### src/rtl/pipe_pkg.sv
// Shared definitions for pipeline stage registers: occupancy state encoding
// and a helper that maps it onto the numeric occupancy count.
package pipe_pkg;

  typedef enum logic [1:0] {
    ST_EMPTY = 2'd0,
    ST_HALF  = 2'd1,
    ST_FULL  = 2'd2
  } pipe_state_e;

  localparam int unsigned MAX_ENTRIES = 2;

  function automatic logic [1:0] occ_of(input pipe_state_e st);
    case (st)
      ST_HALF: occ_of = 2'd1;
      ST_FULL: occ_of = 2'd2;
      default: occ_of = 2'd0;
    endcase
  endfunction

endpackage

### src/rtl/pipe_stage_skid.sv
// Two-entry skid pipeline stage with stall (freeze) and bubble (flush) controls.
// Drop-in for a plain stage register: with stall=bubble=0 and out_ready=1 it is one cycle deep.
module pipe_stage_skid
  import pipe_pkg::*;
#(
  parameter int unsigned      WIDTH    = 32,
  parameter logic [WIDTH-1:0] BUBBLE_V = '0
) (
  input  logic             clk,
  input  logic             resetn,
  input  logic             stall,
  input  logic             bubble,
  input  logic             in_valid,
  input  logic [WIDTH-1:0] in_data,
  output logic             in_ready,
  output logic             out_valid,
  output logic [WIDTH-1:0] out_data,
  input  logic             out_ready,
  output logic [1:0]       occupancy,
  output pipe_state_e      state_dbg
);

  // Handshake: a transfer happens on an edge where valid and ready are both 1
  // on that side; neither ready nor valid is asserted while stalled or flushed.
  pipe_state_e      state;
  logic [WIDTH-1:0] head;
  logic [WIDTH-1:0] skid;
  logic             push;
  logic             pop;

  assign in_ready  = ~stall & ~bubble & (state != ST_FULL);
  assign out_valid = ~stall & ~bubble & (state != ST_EMPTY);
  assign out_data  = (state != ST_EMPTY) ? head : BUBBLE_V;
  assign occupancy = occ_of(state);
  assign state_dbg = state;

  assign push = in_valid & in_ready;
  assign pop  = out_valid & out_ready;

  always_ff @(posedge clk or negedge resetn) begin
    if (!resetn) begin
      state <= ST_EMPTY;
      head  <= BUBBLE_V;
      skid  <= BUBBLE_V;
    end else if (bubble) begin
      // Flush wins over stall and any handshake; concurrent input is dropped.
      state <= ST_EMPTY;
      head  <= BUBBLE_V;
      skid  <= BUBBLE_V;
    end else if (!stall) begin
      case (state)
        ST_EMPTY: begin
          if (push) begin
            head  <= in_data;
            state <= ST_HALF;
          end
        end
        ST_HALF: begin
          if (push && !pop) begin
            skid  <= in_data;
            state <= ST_FULL;
          end else if (push && pop) begin
            head <= in_data;
          end else if (pop) begin
            head  <= BUBBLE_V;
            state <= ST_EMPTY;
          end
        end
        ST_FULL: begin
          // in_ready is low here, so only a pop can occur.
          if (pop) begin
            head  <= skid;
            skid  <= BUBBLE_V;
            state <= ST_HALF;
          end
        end
        default: begin
          state <= ST_EMPTY;
          head  <= BUBBLE_V;
          skid  <= BUBBLE_V;
        end
      endcase
    end
  end

endmodule
### config.mk
export PLATFORM = sky130hd
export DESIGN_NAME = pipe_stage_skid
export DESIGN_NICKNAME = d
export VERILOG_FILES = /design/src/rtl/pipe_pkg.sv /design/src/rtl/pipe_stage_skid.sv
export SDC_FILE = /design/constraint.sdc
export NUM_CORES = 1
export LEC_CHECK = 0
export ABC_AREA = 1
export CAP_MARGIN = 5
export CORE_MARGIN = 4
export CORE_UTILIZATION = 57
export DETAILED_ROUTE_END_ITERATION = 16
export GPL_TIMING_DRIVEN = 0
export PLACE_DENSITY = 0.86
export SLEW_MARGIN = 20
export SYNTH_ARGS = -nofsm -noshare
export SYNTH_HDL_FRONTEND = slang
export SYNTH_SLANG_ARGS = --single-unit
### constraint.sdc
create_clock -name clk -period 3.2 [get_ports clk]
set_input_delay 0.48 -clock clk [delete_from_list [all_inputs] [get_ports clk]]
set_output_delay 0.48 -clock clk [all_outputs]
set_load 0.03 [all_outputs]
==> out/results.tsv <==
stage	metric	value	unit
sta	setup_viol	0	
layout	diodes	0	
layout	drive_gt1_share	8.508	%
yosys	synth_nets	664	
layout	final_core_util	75.01	%
cts	cts-hold-fix-buffers	0	
routing	wl	10570	um
sta	clock-skew-final	0.004516	ns
sta	rsz0062_at_grt	no	
yosys	syn-cell-area	4096	um2
sta	fmax	330.1	MHz
yosys	yosysUniqueCellTypes	22	
worst_setup_path	cp-start-kind	register	
flow_run	maxCapViolCount	0	
floorplanning	ios	76	
cts	clock_latency	0.33	ns
worst_setup_path	r2r_slack	1.38	ns
routing	vias	4144	
floorplanning	initial_utilization	59.64	%
cts	clock_path_buffers	2	
floorplanning	die_area	8607	um2
sta	report.final.hold_viol_count	0	
yosys	ys.flop_type	dfrtp_1	
cts	cts_tree	built	
yosys	syn_area_per_cell	6.544	um2
yosys	syn_inst	626	
sta	finalCritPeriodShare	94.68	%
routing	vias_per_cell	5.097	
sta	max_slew.worst_pin.slew	0.6506	ns
yosys	netlist.area_leader.share	40.32	%
place	io_buffers	75	
yosys	synth-seq-cells	66	
cts	cts_sinks	66	
sta	min_period	3.030	ns
pwr	max-vdd-ir-drop	0.0003546	V
floorplanning	row_count	30	
cts	cts_buffers	9	
layout	multi_input_area	1977	um2
pwr	cellPowerDensity	663.7	nW/um2
routing	antenna_left	0	
yosys	synth_area_leaders	dfrtp_1 40%, nand2_1 25%, nor2_1 7.6%	
worst_setup_path	required	2.72	ns
sta	relSlewSlack	56.17	%
floorplanning	die_w	92.78	um
global_routing	antenna_found_initial	0	
routing	drc	0	
worst_hold_path	hold_path_class	in2async	
global_routing	grt_start_max_net_pins	48	
status	status	complete, no violations	
worst_setup_path	cp-end-kind	output pin	
cts	htreeDepth	3	
layout	design_area	5152	um2
layout	area_growth	25.78	%
yosys	async_flop_share	100.0	%
pwr	p_leak	2.730	nW
place	post-dp-hpwl	7727	um
layout	fin_nets	751	
place	place.gp.congestion	0.8913	
floorplanning	core_area	6869	um2
routing	drt_first_pass_iters	5	
worst_setup_path	path_max_fanout	10	
cts	root_buffer	clkbuf_8	
global_routing	grt_usage	25.47	%
worst_setup_path	arrival	2.55	ns
global_routing	grt_pass1_wl	17680	um
routing	drt_iter0_markers	382	
floorplanning	die_y	92.78	um
yosys	yosysSeqAreaShare	40.32	%
layout	nFillCells	540	
routing	wl_per_cell	13.00	um
cts	cts.reportedPaths.clkPinSlew	0.07	ns
place	place_area	4992	um2
yosys	synth-edff-count	0	
yosys	ys_warn_count	0	
layout	regArea	1652	um2
global_routing	grt_overflow	0	
global_routing	grt_pass1_vias	3800	
sta	slew_viol_final	0	
yosys	yosysTopAreaCell	dfrtp_1	
worst_setup_path	critPathKind	reg2out	
## per-stage QoR
stage          setup TNS, ns  hold slack [ns]  worst slack [ns]  std cells  power (mW)
2_1_floorplan              0           0.1844             1.141        626       2.285
3_3_place_gp          -32.16           0.4537           -0.4914        797       2.764
6_report                   0          0.02213            0.1703        813       3.419
3_5_place_dp               0           0.3843            0.4132        798       2.814
5_1_grt                    0          0.03285           0.03046        813       3.660
4_1_cts                    0          0.01904           0.03251        813       3.413
## cell usage after synthesis, types with 2 or more instances
cell type,number
nand2_1,272
nor2_1,83
inv_1,70
dfrtp_1,66
nand3_1,49
o21bai_1,17
o21ai_0,16
buf_2,11
clkbuf_1,7
buf_4,6
nand2_2,6
buf_6,5
inv_2,3
nor2_4,3
buf_1,2
nand2_4,2
nand3_2,2
nand3_4,2
## state kept, by name, indices dropped and copies added (netlist names)
name,cells
head,32
skid,32
state_dbg,2
## placed cells by master (no fill, tap or decap)
cell / synthesis / layout
o21bai_1: 17 / 17
nand3_2: 2 / 2
buf_4: 6 / 7
clkbuf_1: 7 / 6
nand3_4: 2 / 2
clkdlybuf4s50_1: 0 / 74
a21oi_4: 1 / 1
nand2_1: 272 / 272
clkinvlp_4: 0 / 2
clkbuf_2: 0 / 1
buf_2: 11 / 11
inv_1: 70 / 70
dfrtp_1: 66 / 66
nor2_2: 1 / 1
clkbuf_8: 0 / 9
o21ai_0: 16 / 16
buf_6: 5 / 5
nor2_8: 1 / 1
clkinv_1: 1 / 1
nor2_1: 83 / 83
inv_2: 3 / 3
nand2_4: 2 / 2
buf_1: 2 / 2
nand3_1: 49 / 49
clkinv_2: 0 / 4
nor2_4: 3 / 3
nand2_2: 6 / 6
buf_16: 0 / 1
## final timing paths
kind	startpoint	end	depth (start not counted)
max	state_dbg[0]	out_data[13]	5
min	resetn	head[23]	1
max reg2reg	state_dbg[0]	head[22]	9
min reg2reg	skid[11]	skid[11]	2
max in group asynchronous	resetn	skid[13]	2
min in group clk	skid[11]	skid[11]	2
## critical path, stage by stage (launching register included)
cell	delay [ns]
dfrtp_1	0.49
nor2_1	0.33
clkbuf_2	0.31
buf_1	0.38
nor2_1	0.10
clkdlybuf4s50_1	0.61
## cell families (layout without fill, tap and decap cells)
kind of cell    count (synthesis)  after routing  share of synthesized area [%]
simple gates                  421            421                          42.79
buf+inv                       105            196                          11.42
compound gates                 34             34                          5.467
flops                          66             66                          40.32
## report_power, final
part           switching (mW)  internal, mW  leakage, nW
clock network           0.320         0.271       0.0806
logic                    1.05         0.575         1.76
registers               0.137          1.07        0.891
total                    1.51          1.91         2.73
## repair_timing
action,4_1_cts,5_1_grt
setup buffers,0,0
gates resized for setup,0,2
endpoints found under the setup margin,0,30
## final cells by class
class | instances | area share (%)
timing repair buffer | 76 | 15.06
multi-input combinational | 455 | 38.37
sequential | 66 | 32.05
clock buffer | 9 | 2.404
inverter | 74 | 5.391
clock inverter | 6 | 0.6799
buffer | 31 | 3.715
tap | 96 | 2.331
## layer usage
layer | up-vias | global-route usage (%) | routed length (um)
li1 | 2051 | - | -
met1 | 1885 | 37.33 | 4800
met2 | 191 | 38.45 | 4720
met3 | 17 | 4.549 | 883
met4 | 0 | 7.692 | 161
met5 | - | 0 | 0
Note: power is estimated with default switching activity, not from simulation.
==> RTL change, RTL diff (same settings) <==
Put one more register stage on the output `state_dbg`. The value now appears one clock later. The other outputs are not delayed to match.
--- a/src/rtl/pipe_stage_skid.sv
+++ b/src/rtl/pipe_stage_skid.sv
@@ -34,3 +34,5 @@
   assign occupancy = occ_of(state);
-  assign state_dbg = state;
+  always_ff @(posedge clk) begin
+    state_dbg <= state;
+  end
 
Behaviour: not the same (Yosys sat finds a counterexample within 4 cycles, from zero or initial values and one cycle with resetn low).
==> RTL change against the unedited design <==
Final area up 1.5%; global-route usage up 1.6 points; sequential cell count up 2; synthesized cell count up 0.32%; clock skew up 3.5 ps; via count about the same; register-to-register slack better by 20 ps; area after synthesis up 0.98%; worst setup slack better by 2.8 ps; routed wire length up 5.1%; non-clock buffer count unchanged; total power up 5.1%.
==> RTL change: results (changes against the unedited design) <==
----------------------------------------------------
[Routing]
  Total number of vias ... 4148 (+0.097%)
  First-pass detailed-route iteration total ... 6 (+1)
  Violation count after the first detailed-routing iteration ... 408 (+6.8%)
  Routed wire length ... 11.1 mm (+5.1%)

[CTS]
  Clk pin slew, worst setup/hold paths ... 70 ps (about the same)
  Clock root buffer ... sky130_fd_sc_hd__clkbuf_8
  Maximum root-to-sink buffer count ... 2 (unchanged)
  H-tree depth reported by CTS ... 3 (unchanged)
  Total clock buffers created by CTS ... 9 (unchanged)
  Clk_lat worst skew ... 340 ps

[Setup path]
  CP max stage cell ... sky130_fd_sc_hd__clkdlybuf4s50_1
  Reg-to-reg critical path endpoint ... head[21]
  Worst Path Max Fanout ... 10 (unchanged)
  Cell family with most CP delay ... buffers and inverters
  Reg-to-reg slack, setup ... 1400 ps (+20 ps)
  Crit. Startpoint ... state[0]
  Data arrival time of the critical path ... 2550 ps (about the same)
  FF-to-FF path depth ... 7 (-2)
  Critical path capture point ... out_data[2]

[Final layout]
  Final Net Count ... 753 (+0.27%)
  Antenna Diode Count ... 0 (unchanged)
  Share of layout cells above drive strength 1 ... 8.75% (+0.24 points)
  Largest registers in the final layout ... head (32), skid (32)
  Fillers ... 577 (+6.9%)

[STA]
  Worst clock skew ... 7.98 ps (+3.47 ps)
  Headroom to the max-slew limit ... 54.9% (-1.2 points)

[Yosys]
  Syn Nets ... 666 (+0.30%)
  Post-synthesis sequential area ratio ... 40.9% (+0.58 points)
  Async set or reset register ratio after synthesis ... 97.1% (-2.9 points)
  Cell types occupying the most area after synthesis ... sky130_fd_sc_hd__dfrtp_1 40%, sky130_fd_sc_hd__nand2_1 25%, sky130_fd_sc_hd__nor2_1 7.5%, sky130_fd_sc_hd__inv_1 6.4%, sky130_fd_sc_hd__nand3_1 5.9%
  Yosys warnings ... 0 (unchanged)
  Most common library cells after synthesis ... 272 x sky130_fd_sc_hd__nand2_1, 83 x sky130_fd_sc_hd__nor2_1, 70 x sky130_fd_sc_hd__inv_1, 66 x sky130_fd_sc_hd__dfrtp_1, 49 x sky130_fd_sc_hd__nand3_1
  Number of distinct library cells after synthesis ... 23 (+4.5%)
  Top FF cell, synth ... sky130_fd_sc_hd__dfrtp_1

[Worst hold path]
  Type of the tightest min-delay check ... primary input to asynchronous set/reset pin

[Global routing]
  Wire length of the first global-routing pass ... 18.9 mm (+6.6%)
  Gr usage total ... 27.1% (+1.6 points)
  Via count of the first global-routing pass ... 3932 (+3.5%)
  Pin count of the biggest net entering global routing ... 39 (-19%)

[Placed design]
  RePlAce Congestion ... 0.873 (-2.0%)
  Placed Area ... 5020 µm² (+0.65%)
  PortBufs ... 75 (unchanged)
  Detailed placer's ending HPWL ... 8.24 mm (+6.7%)

[Power and ir drop]
  Int Pwr ... 2060 µW (+7.4%)
  P_leak ... 0.00276 µW (+1.2%)
  Peak supply drop ... 0.361 mV (+1.7%)
  Areal power density over the cells ... 687 nW/µm² (+3.6%)
  Clk network pwr share ... 20.0% (+2.7 points)

[Run status]
  Outcome ... complete, no violations

----------------------------------------------------
## RTL change: changes by cell type after synthesis, sizes merged
cell	unedited run	this run
dfxtp	0	2
## RTL change: layer usage
layer  track usage, %  routed length (µm)  part of all wire, %  vias to the layer above
li1                 -                   -                    -                     2064
met1             38.5                4990                   45                     1872
met2             42.7                5130                   46                      193
met3             4.02                 787                  7.1                       19
met4             8.55                 207                  1.9                        0
met5                0                   0                    0                        -
## RTL change: layout make-up
type	count	area, µm²	area share [%]
Multi-Input combinational cell	455	1980	37.8
Timing Repair Buffer	76	768	14.7
Clock buffer	10	138	2.63
Clock inverter	6	63.8	1.22
Inverter	74	278	5.31
Buffer	31	193	3.69
Sequential cell	68	1690	32.4
Tap cell	96	120	2.30
## RTL change: what timing repair did
| item | CTS | global route |
|---|---|---|
| resized for setup | 0 | 3 |
| endpoints found under the setup margin | 0 | 30 |
| hold endpoints to repair | 0 | 0 |
## RTL change: cells by family after synthesis
| family | synth area share, % |
|---|---|
| simple gates | 42.4 |
| buf+inv | 11.3 |
| flops | 40.9 |
| compound gates | 5.41 |
## RTL change: power groups by stage
stage	sequential, µW	clock, µW	combinational (µW)
after global routing	1270	764	1810
after detailed placement	1260	0	1600
after global placement	1240	0	1550
final	1240	720	1630
after floorplan	1230	0	1090
after CTS	1240	726	1620
## RTL change: stage by stage
| stage | std cells | utilization [%] | setup WS, ps | hold WS [ps] | setup TNS, ps |
|---|---|---|---|---|---|
| after floorplan | 628 | - | 1300 | 184 | 0 |
| after global placement | 799 | 72.5 | -458 | 453 | -30010 |
| after detailed placement | 800 | 72.8 | 407 | 430 | 0 |
| after CTS | 816 | 75.7 | 21.6 | 66.6 | 0 |
| after global routing | 816 | 75.7 | 17.4 | 84.2 | 0 |
| final | 816 | 75.7 | 173 | 48.9 | 0 |
